==> src/rtl/smm_block_accum.sv <==
// ============================================================================
// smm_block_accum: sums 2x2 partial-product blocks into NUM_TILES output tiles,
// then streams the finished tiles out in tile order before re-arming.
// Revision: 1.0
// ============================================================================
`default_nettype none

module smm_block_accum #(
    parameter int DATAWIDTH = 32,
    parameter int NUM_TILES = 4,
    parameter int K_STEPS   = 2,
    localparam int BUSWIDTH = 4 * DATAWIDTH,
    localparam int TW       = $clog2(NUM_TILES),
    localparam int KW       = $clog2(K_STEPS + 1)
) (
    input  logic                clk,
    input  logic                rst,
    input  logic                in_valid,
    output logic                in_ready,
    input  logic [BUSWIDTH-1:0] in_data,
    input  logic [TW-1:0]       in_tile,
    output logic                out_valid,
    input  logic                out_ready,
    output logic [BUSWIDTH-1:0] out_data,
    output logic [TW-1:0]       out_tile,
    output logic                out_last,
    output logic                err
);

    localparam logic [KW-1:0] C_K_FULL    = KW'(K_STEPS);
    localparam logic [TW-1:0] C_LAST_TILE = TW'(NUM_TILES - 1);

    typedef enum logic [0:0] {
        ST_ACCUM = 1'b0,
        ST_DRAIN = 1'b1
    } state_t;

    state_t                state_q, state_d;
    logic [TW-1:0]         ptr_q, ptr_d;
    logic                  err_q, err_d;
    logic [BUSWIDTH-1:0]   acc_q [NUM_TILES];
    logic [BUSWIDTH-1:0]   acc_d [NUM_TILES];
    logic [KW-1:0]         cnt_q [NUM_TILES];
    logic [KW-1:0]         cnt_d [NUM_TILES];
    logic                  w_all_full;

    always_ff @(posedge clk) begin
        if (rst) begin
            state_q <= ST_ACCUM;
            ptr_q   <= '0;
            err_q   <= 1'b0;
            acc_q   <= '{default: '0};
            cnt_q   <= '{default: '0};
        end else begin
            state_q <= state_d;
            ptr_q   <= ptr_d;
            err_q   <= err_d;
            acc_q   <= acc_d;
            cnt_q   <= cnt_d;
        end
    end

    always_comb begin
        state_d    = state_q;
        ptr_d      = ptr_q;
        err_d      = err_q;
        acc_d      = acc_q;
        cnt_d      = cnt_q;
        w_all_full = 1'b1;

        case (state_q)
            ST_ACCUM: begin
                if (in_valid) begin
                    if (cnt_q[in_tile] == C_K_FULL) begin
                        // Extra partial for a complete tile is dropped, flagged sticky.
                        err_d = 1'b1;
                    end else begin
                        if (cnt_q[in_tile] == '0) begin
                            acc_d[in_tile] = in_data;
                        end else begin
                            for (int l = 0; l < 4; l++) begin
                                acc_d[in_tile][l*DATAWIDTH +: DATAWIDTH] =
                                    acc_q[in_tile][l*DATAWIDTH +: DATAWIDTH] +
                                    in_data[l*DATAWIDTH +: DATAWIDTH];
                            end
                        end
                        cnt_d[in_tile] = cnt_q[in_tile] + KW'(1);
                    end

                    for (int i = 0; i < NUM_TILES; i++) begin
                        if (cnt_d[i] != C_K_FULL) begin
                            w_all_full = 1'b0;
                        end
                    end
                    if (w_all_full) begin
                        state_d = ST_DRAIN;
                    end
                end
            end

            ST_DRAIN: begin
                if (out_ready) begin
                    if (ptr_q == C_LAST_TILE) begin
                        acc_d   = '{default: '0};
                        cnt_d   = '{default: '0};
                        ptr_d   = '0;
                        state_d = ST_ACCUM;
                    end else begin
                        ptr_d = ptr_q + TW'(1);
                    end
                end
            end

            default: begin
                state_d = ST_ACCUM;
            end
        endcase
    end

    assign in_ready  = (state_q == ST_ACCUM);
    assign out_valid = (state_q == ST_DRAIN);
    assign out_data  = out_valid ? acc_q[ptr_q] : '0;
    assign out_tile  = ptr_q;
    assign out_last  = out_valid && (ptr_q == C_LAST_TILE);
    assign err       = err_q;

endmodule

`default_nettype wire
==> config.mk <==
export PLATFORM = sky130hd
export DESIGN_NAME = smm_block_accum
export DESIGN_NICKNAME = d
export VERILOG_FILES = /design/src/rtl/smm_block_accum.sv
export SDC_FILE = /design/constraint.sdc
export NUM_CORES = 2
export LEC_CHECK = 0
export ABC_AREA = 1
export BUFFER_PORTS_ARGS = -buffer_cell sky130_fd_sc_hd__clkbuf_2
export CORE_ASPECT_RATIO = 1.4
export CORE_MARGIN = 4
export CORE_UTILIZATION = 48
export DETAILED_ROUTE_END_ITERATION = 10
export GPL_TIMING_DRIVEN = 0
export PLACE_DENSITY = 0.67
export SLEW_MARGIN = 30
export SYNTH_ARGS = -nofsm -noshare
export SYNTH_HDL_FRONTEND = slang
export SYNTH_SLANG_ARGS = --single-unit
==> constraint.sdc <==
create_clock -name clk -period 9.3 [get_ports clk]
set_input_delay 0.465 -clock clk [delete_from_list [all_inputs] [get_ports clk]]
set_output_delay 0.465 -clock clk [all_outputs]
set_load 0.01 [all_outputs]
Word level (Yosys, flattened, before mapping) --
Index checks and enable logic that the tools add are counted.
Cells by class: bitwise logic cells 3, muxes and demuxes 53, magnitude comparators 3, $add $sub $neg 6, reductions and logical operators 7, equality and inequality tests 10
Operators with widths (count):
- 512-bit bitwise mux | 5
- 512-bit two-way mux | 5
- 128-bit demux with 2-bit select | 5
- 512-bit one-hot mux with 2 select lines | 1
- 128-bit two-way mux | 7
- 128-bit binary-select mux with 2-bit select | 2
- 32-bit adder | 4
- 96-bit two-way mux | 1
- 64-bit two-way mux | 1
- 8-bit two-way mux | 6
- 32-bit two-way mux | 1
- 8-bit one-hot mux with 2 select lines | 1
- 2-bit != test, second input constant | 7
- 1-bit two-way mux | 10
- 8-bit bitwise mux | 1
- 2-bit two-way mux | 4
- 3-bit greater-or-equal comparator, second input constant | 2
- 2-bit inverter with 3-bit output | 2
- 3-bit AND reduction | 2
- 2-bit by 1-bit adder with 2-bit output, second input constant | 2
- 2-bit binary-select mux with 2-bit select | 1
- 2-bit demux with 2-bit select | 1
- 2-bit equality test, second input constant | 2
- 4-bit AND reduction | 1
- 7 further kinds | 8
Word-level totals: output and inout port bits 134, input port bits 134, bits in registers 524, logic and storage cells 93

Logic depth before layout (Yosys ltp) --
depth in word-level cells 19, depth in mapped cells 23, depth with buffers taken out 20

Worst setup path before layout --
Ideal clock, no wire load.
kind input-to-reg, from in in_tile[0], to reg acc_q[12] in the netlist's numbering, setup slack 6045 ps, setup time 70 ps, arrival time 3185 ps, cell stages on the path 18, required time 9230 ps, buffers on the path 3, path through buf_2 > nor2_2 > buf_2 > buf_1 > a22oi_1 > nand3_1 > ha_1 > inv_1 > fa_1 > inv_1 > nand3_1 > nand3_1 > nand3_1 > nand3_1 > nor2_1 > o21ai_0 > nand3_1 > a21oi_1
On the way: cells in the longest elaborated chain, start to end 13, elaborated cells on any way between the ends 31, those cells by class 1 x add/sub; 2 x order compare; 2 x eq/ne; 22 x mux; 1 x bitwise; 3 x reduce/logical
Ends and longest elaborated chain:
- from (decl) | RTL line 21 | input logic [TW-1:0] in_tile,
- 2-bit inverter with 3-bit output (not written as such) (*)
- 128-bit binary-select mux with 2-bit select (tied with other cells) | RTL line 83 | acc_q[in_tile][l*DATAWIDTH +: DATAWIDTH] +
- 128-bit two-way mux / 1-bit logical AND (equally long branches)
- 128-bit two-way mux / 32-bit two-way mux (equally long branches)
- 32-bit adder / 128-bit demux with 2-bit select (equally long branches) | RTL line 83, 82
- 512-bit bitwise mux (4 in series) | RTL line 82 | acc_d[in_tile][l*DATAWIDTH +: DATAWIDTH] =
- 512-bit two-way mux | RTL line 78 | if (cnt_q[in_tile] == '0) begin
- 512-bit two-way mux | RTL line 74 | if (cnt_q[in_tile] == C_K_FULL) begin
- 512-bit two-way mux | RTL line 73 | if (in_valid) begin
- 512-bit one-hot mux with 2 select lines | RTL line 71 | case (state_q)
- to (signal assigned) | RTL line 52 | acc_q <= '{default: '0};
- to (signal assigned) | RTL line 58 | acc_q <= acc_d;
- to (decl) | RTL line 41 | logic [BUSWIDTH-1:0] acc_q [NUM_TILES];
Every way passes the cells marked *; elsewhere a longest branch is shown, timed or not. The select of a mux whose other input is x is not followed. A chain may end at the register's enable or synchronous reset.

Final worst setup path --
from reg ptr_q[0] (netlist: out_tile[0]), to out out_data[31]
On the way: cells in the longest elaborated chain, start to end 5
Ends and longest elaborated chain:
- from (decl) | RTL line 39 | logic [TW-1:0] ptr_q, ptr_d;
- from (signal assigned) | RTL line 56 | ptr_q <= ptr_d;
- 2-bit inverter with 3-bit output (not written as such) | RTL line 122 | assign out_data = out_valid ? acc_q[ptr_q] : '0;
- 128-bit binary-select mux with 2-bit select | RTL line 122
- 128-bit two-way mux (not written as such) (2 in series) | RTL line 122
- 128-bit two-way mux | RTL line 122
- to (decl) | RTL line 24 | output logic [BUSWIDTH-1:0] out_data,
No other way between the ends. The select of a mux whose other input is x is not followed.

==> metrics.md <==
| Metric | Value |
|---|---|
| YS warnings | `0` |
| Cell Area, Synth | `37400 um2` |
| Via count | `46200` |
| Post-synthesis cell type count | `between 40 and 50` |
| Drt drc | `0` |
| Static leakage | `0.0191 uW` |
| RePlAce Congestion | `approximately 1.0` |
| Slowest stage cell on the critical path | `clkbuf_1` |
| Post-CTS setup buffers | `0` |
| DR iter-0 viols | `5863` |
| Largest net degree at the start of global routing | `15` |
| Final setup TNS | `0 ns` |
| Fmax | `210 MHz` |
| DRT antenna net count | `0` |
| Final Cycle Share | `0.511` |
| Vias in the first global route | `42800` |
| Die Y | `338 um` |
| Gate power share | `0.221` |
| Relative slew slack | `0.218` |
| CTS tree | `yes` |
| # rows | `120` |
| Dpl hpwl | `143000 um` |
| P&R area growth vs syn | `12.4%` |
| Share of post-route cells with drive strength above 1 | `0.0808` |
| First-pass GRT wire length | `~270000 um` |
| CP Launch Type | `flip-flop` |
| Int Power | `3930 uW` |
| Clock share of power | `0.377` |
| Delay of the slowest cell on the worst path | `0.79 ns` |
| Fraction of registers with async set/reset | `0` |
| Initial antenna violation count | `9` |
| # nets final | `7119` |
| Initial Utilization | `0.487` |
| Sw Ratio | `0.345` |
| Synthesized netlist cell count | `6522` |
| Crit Path Class | `flip-flop to output port` |
| All-Layer GR Usage | `0.433` |
| Final Hold Viols | `0` |
| Status | `finished clean` |
| Dpl cell area | `40300 um2` |
| Max-cap violations | `0` |
| DRT Pass-1 Iters | `9` |
| Post-synth EDFFs | `0` |
| Post-synthesis sequential area ratio | `0.280` |
| Syn Nets | `6787` |
| CP Max Fanout | `10` |
| Max IR drop VDD | `roughly 140 uV` |
| Die X | `~240 um` |
| Pwr Density | `143 nW/um2` |
| Endpoint class of the critical path | `output port` |
| Total CTS buffers | `54` |
| Worst endpoint required time | `8.84 ns` |
| RSZ-0062 raised after global routing | `false` |
| Final Skew | `0.0382 ns` |
| IO Count | `268` |
| Clock Tree Root | `clkbuf_16` |
| Top FF cell, synth | `dfxtp_1` |
| Seq pwr share | `0.402` |
| Clock slew seen by the registers of the worst setup and hold paths | `0.07 ns` |
| PostCTS Resize Cnt | `0` |
| #FFs+latches synth | `524` |
| Slew @ Worst Pin | `1.17 ns` |
| CTS Buffer Depth | `3` |
| Hold buffer count at cts | `0` |
| Arr. time, crit path | `4.29 ns` |
| Switching Power | `2070 uW` |
| Routed wire length per instance | `23.9 um` |
| Shortest period the worst path allows | `4.75 ns` |
| Grt ovf | `0` |
| Final Max Tran Viols | `0` |
| HP Class | `input pin to flip-flop` |
| H-tree depth | `2` |
| Commonest non-fill, non-tap cells in the layout | `nand2_1 (2156), nor2_1 (953), a21oi_1 (792)` |
| DIE AREA | `82500 um2` |
| Final instance area | `42100 um2` |
| Core area | `between 70000 and 80000 um2` |
| Drt via density | `5.82` |
| CTS sink cnt | `524` |
| Number of port buffers | `between 200 and 300` |
| Commonest non-fill, non-tap cell in the layout | `nand2_1` |
| Later-pin clock latency in the skew report | `0.67 ns` |
| R2r setup slk | `5.83 ns` |
| Final setup fails | `0` |
| Synth Area per Inst | `approximately 5.7 um2` |
| Crit path cell chain | `clkinv_1, clkbuf_2, clkbuf_1, clkbuf_1, o21ai_0, a21oi_1, clkbuf_2` |
| Final WL | `190000 um` |
[Yosys cell counts, drive strengths merged, types with 5 or more instances]
master,instances,area [um2]
nand2,2163,8150
nor2,957,3610
a21oi,792,3960
inv,598,2250
dfxtp,524,10500
nand3,399,2000
o21ai,329,1660
clkbuf,202,758
buf,150,882
a22oi,148,1110
ha,127,1590
nor3,26,130
or2,26,163
o21bai,14,105
xnor2,14,123
nand3b,10,75.1
nand4,6,37.5
o22ai,6,37.5
and2,5,33.8
[flip-flops by register name (all words and copies together), names as in the netlist]
name       flops
acc_q        512
out_valid      1
err            1
out_tile       2
cnt_q          8
[layout make-up]
cell class / instances / area [um2]
Clock buffer: 84 / 1600
Inverter: 602 / 2260
Timing Repair Buffer: 276 / 1560
Sequential cell: 524 / 10500
Multi-Input combinational cell: 5044 / 23000
Tap cell: 1037 / 1300
Clock inverter: 13 / 140
Antenna cell: 8 / 20.0
Fill cell: 8412 / 34800
Buffer: 352 / 1670
[stage by stage]
stage / setup slack (ns) / cells / util / total power [uW] / hold WS, ns
floorplan: 6.04 / 6522 / - / 3210 / 0.443
global placement: 3.08 / 7824 / 0.521 / 3690 / 0.452
detailed placement: 4.08 / 7833 / 0.524 / 3730 / 0.455
CTS: 4.48 / 7930 / 0.546 / 5910 / 0.183
global route: 4.53 / 7933 / 0.547 / 6140 / 0.242
finish: 4.55 / 7940 / 0.547 / 6000 / 0.210
[metal layers]
layer	global-route usage	share of wire	up-vias
li1	-	-	21600
met1	0.463	0.34	20800
met2	0.709	0.45	2906
met3	0.102	0.10	952
met4	0.390	0.11	6
met5	0	0.00018	-
[cells by family after synthesis]
kind of cell | count (synthesis) | share of synthesized area
adders and majority gates | 131 | 0.0446
AOI/OAI and AO/OA | 1306 | 0.188
DFF | 524 | 0.280
muxes | 1 | 0.000268
xor gates and xnor gates | 14 | 0.00328
and+or+nand+nor | 3592 | 0.379
buffers and inverters | 954 | 0.104
[path summary, 6_finish.rpt]
check / start / endpoint / cells past startpoint
worst max-delay path: out_tile[0] / out_data[31] / 7
worst min-delay path: out_ready / out_tile[1] / 3
worst max register to register: cnt_q[7] / acc_q[469] / 13
worst min register to register: acc_q[353] / acc_q[353] / 2
[worst max-delay path, delay by kind of cell (launching register included)]
family / cells / cell delay (ns)
compound gates: 2 / 0.57
buf+inv: 5 / 2.68
flops: 1 / 0.35
[power groups by stage]
| stage | registers [uW] | logic (uW) | clock network [uW] |
|---|---|---|---|
| finish | 2410 | 1330 | 2260 |
| global route | 2420 | 1410 | 2310 |
| global placement | 2460 | 1240 | 0 |
| floorplan | 2440 | 769 | 0 |
| detailed placement | 2460 | 1270 | 0 |
| CTS | 2410 | 1270 | 2230 |
(Power assumes the default switching activity.)
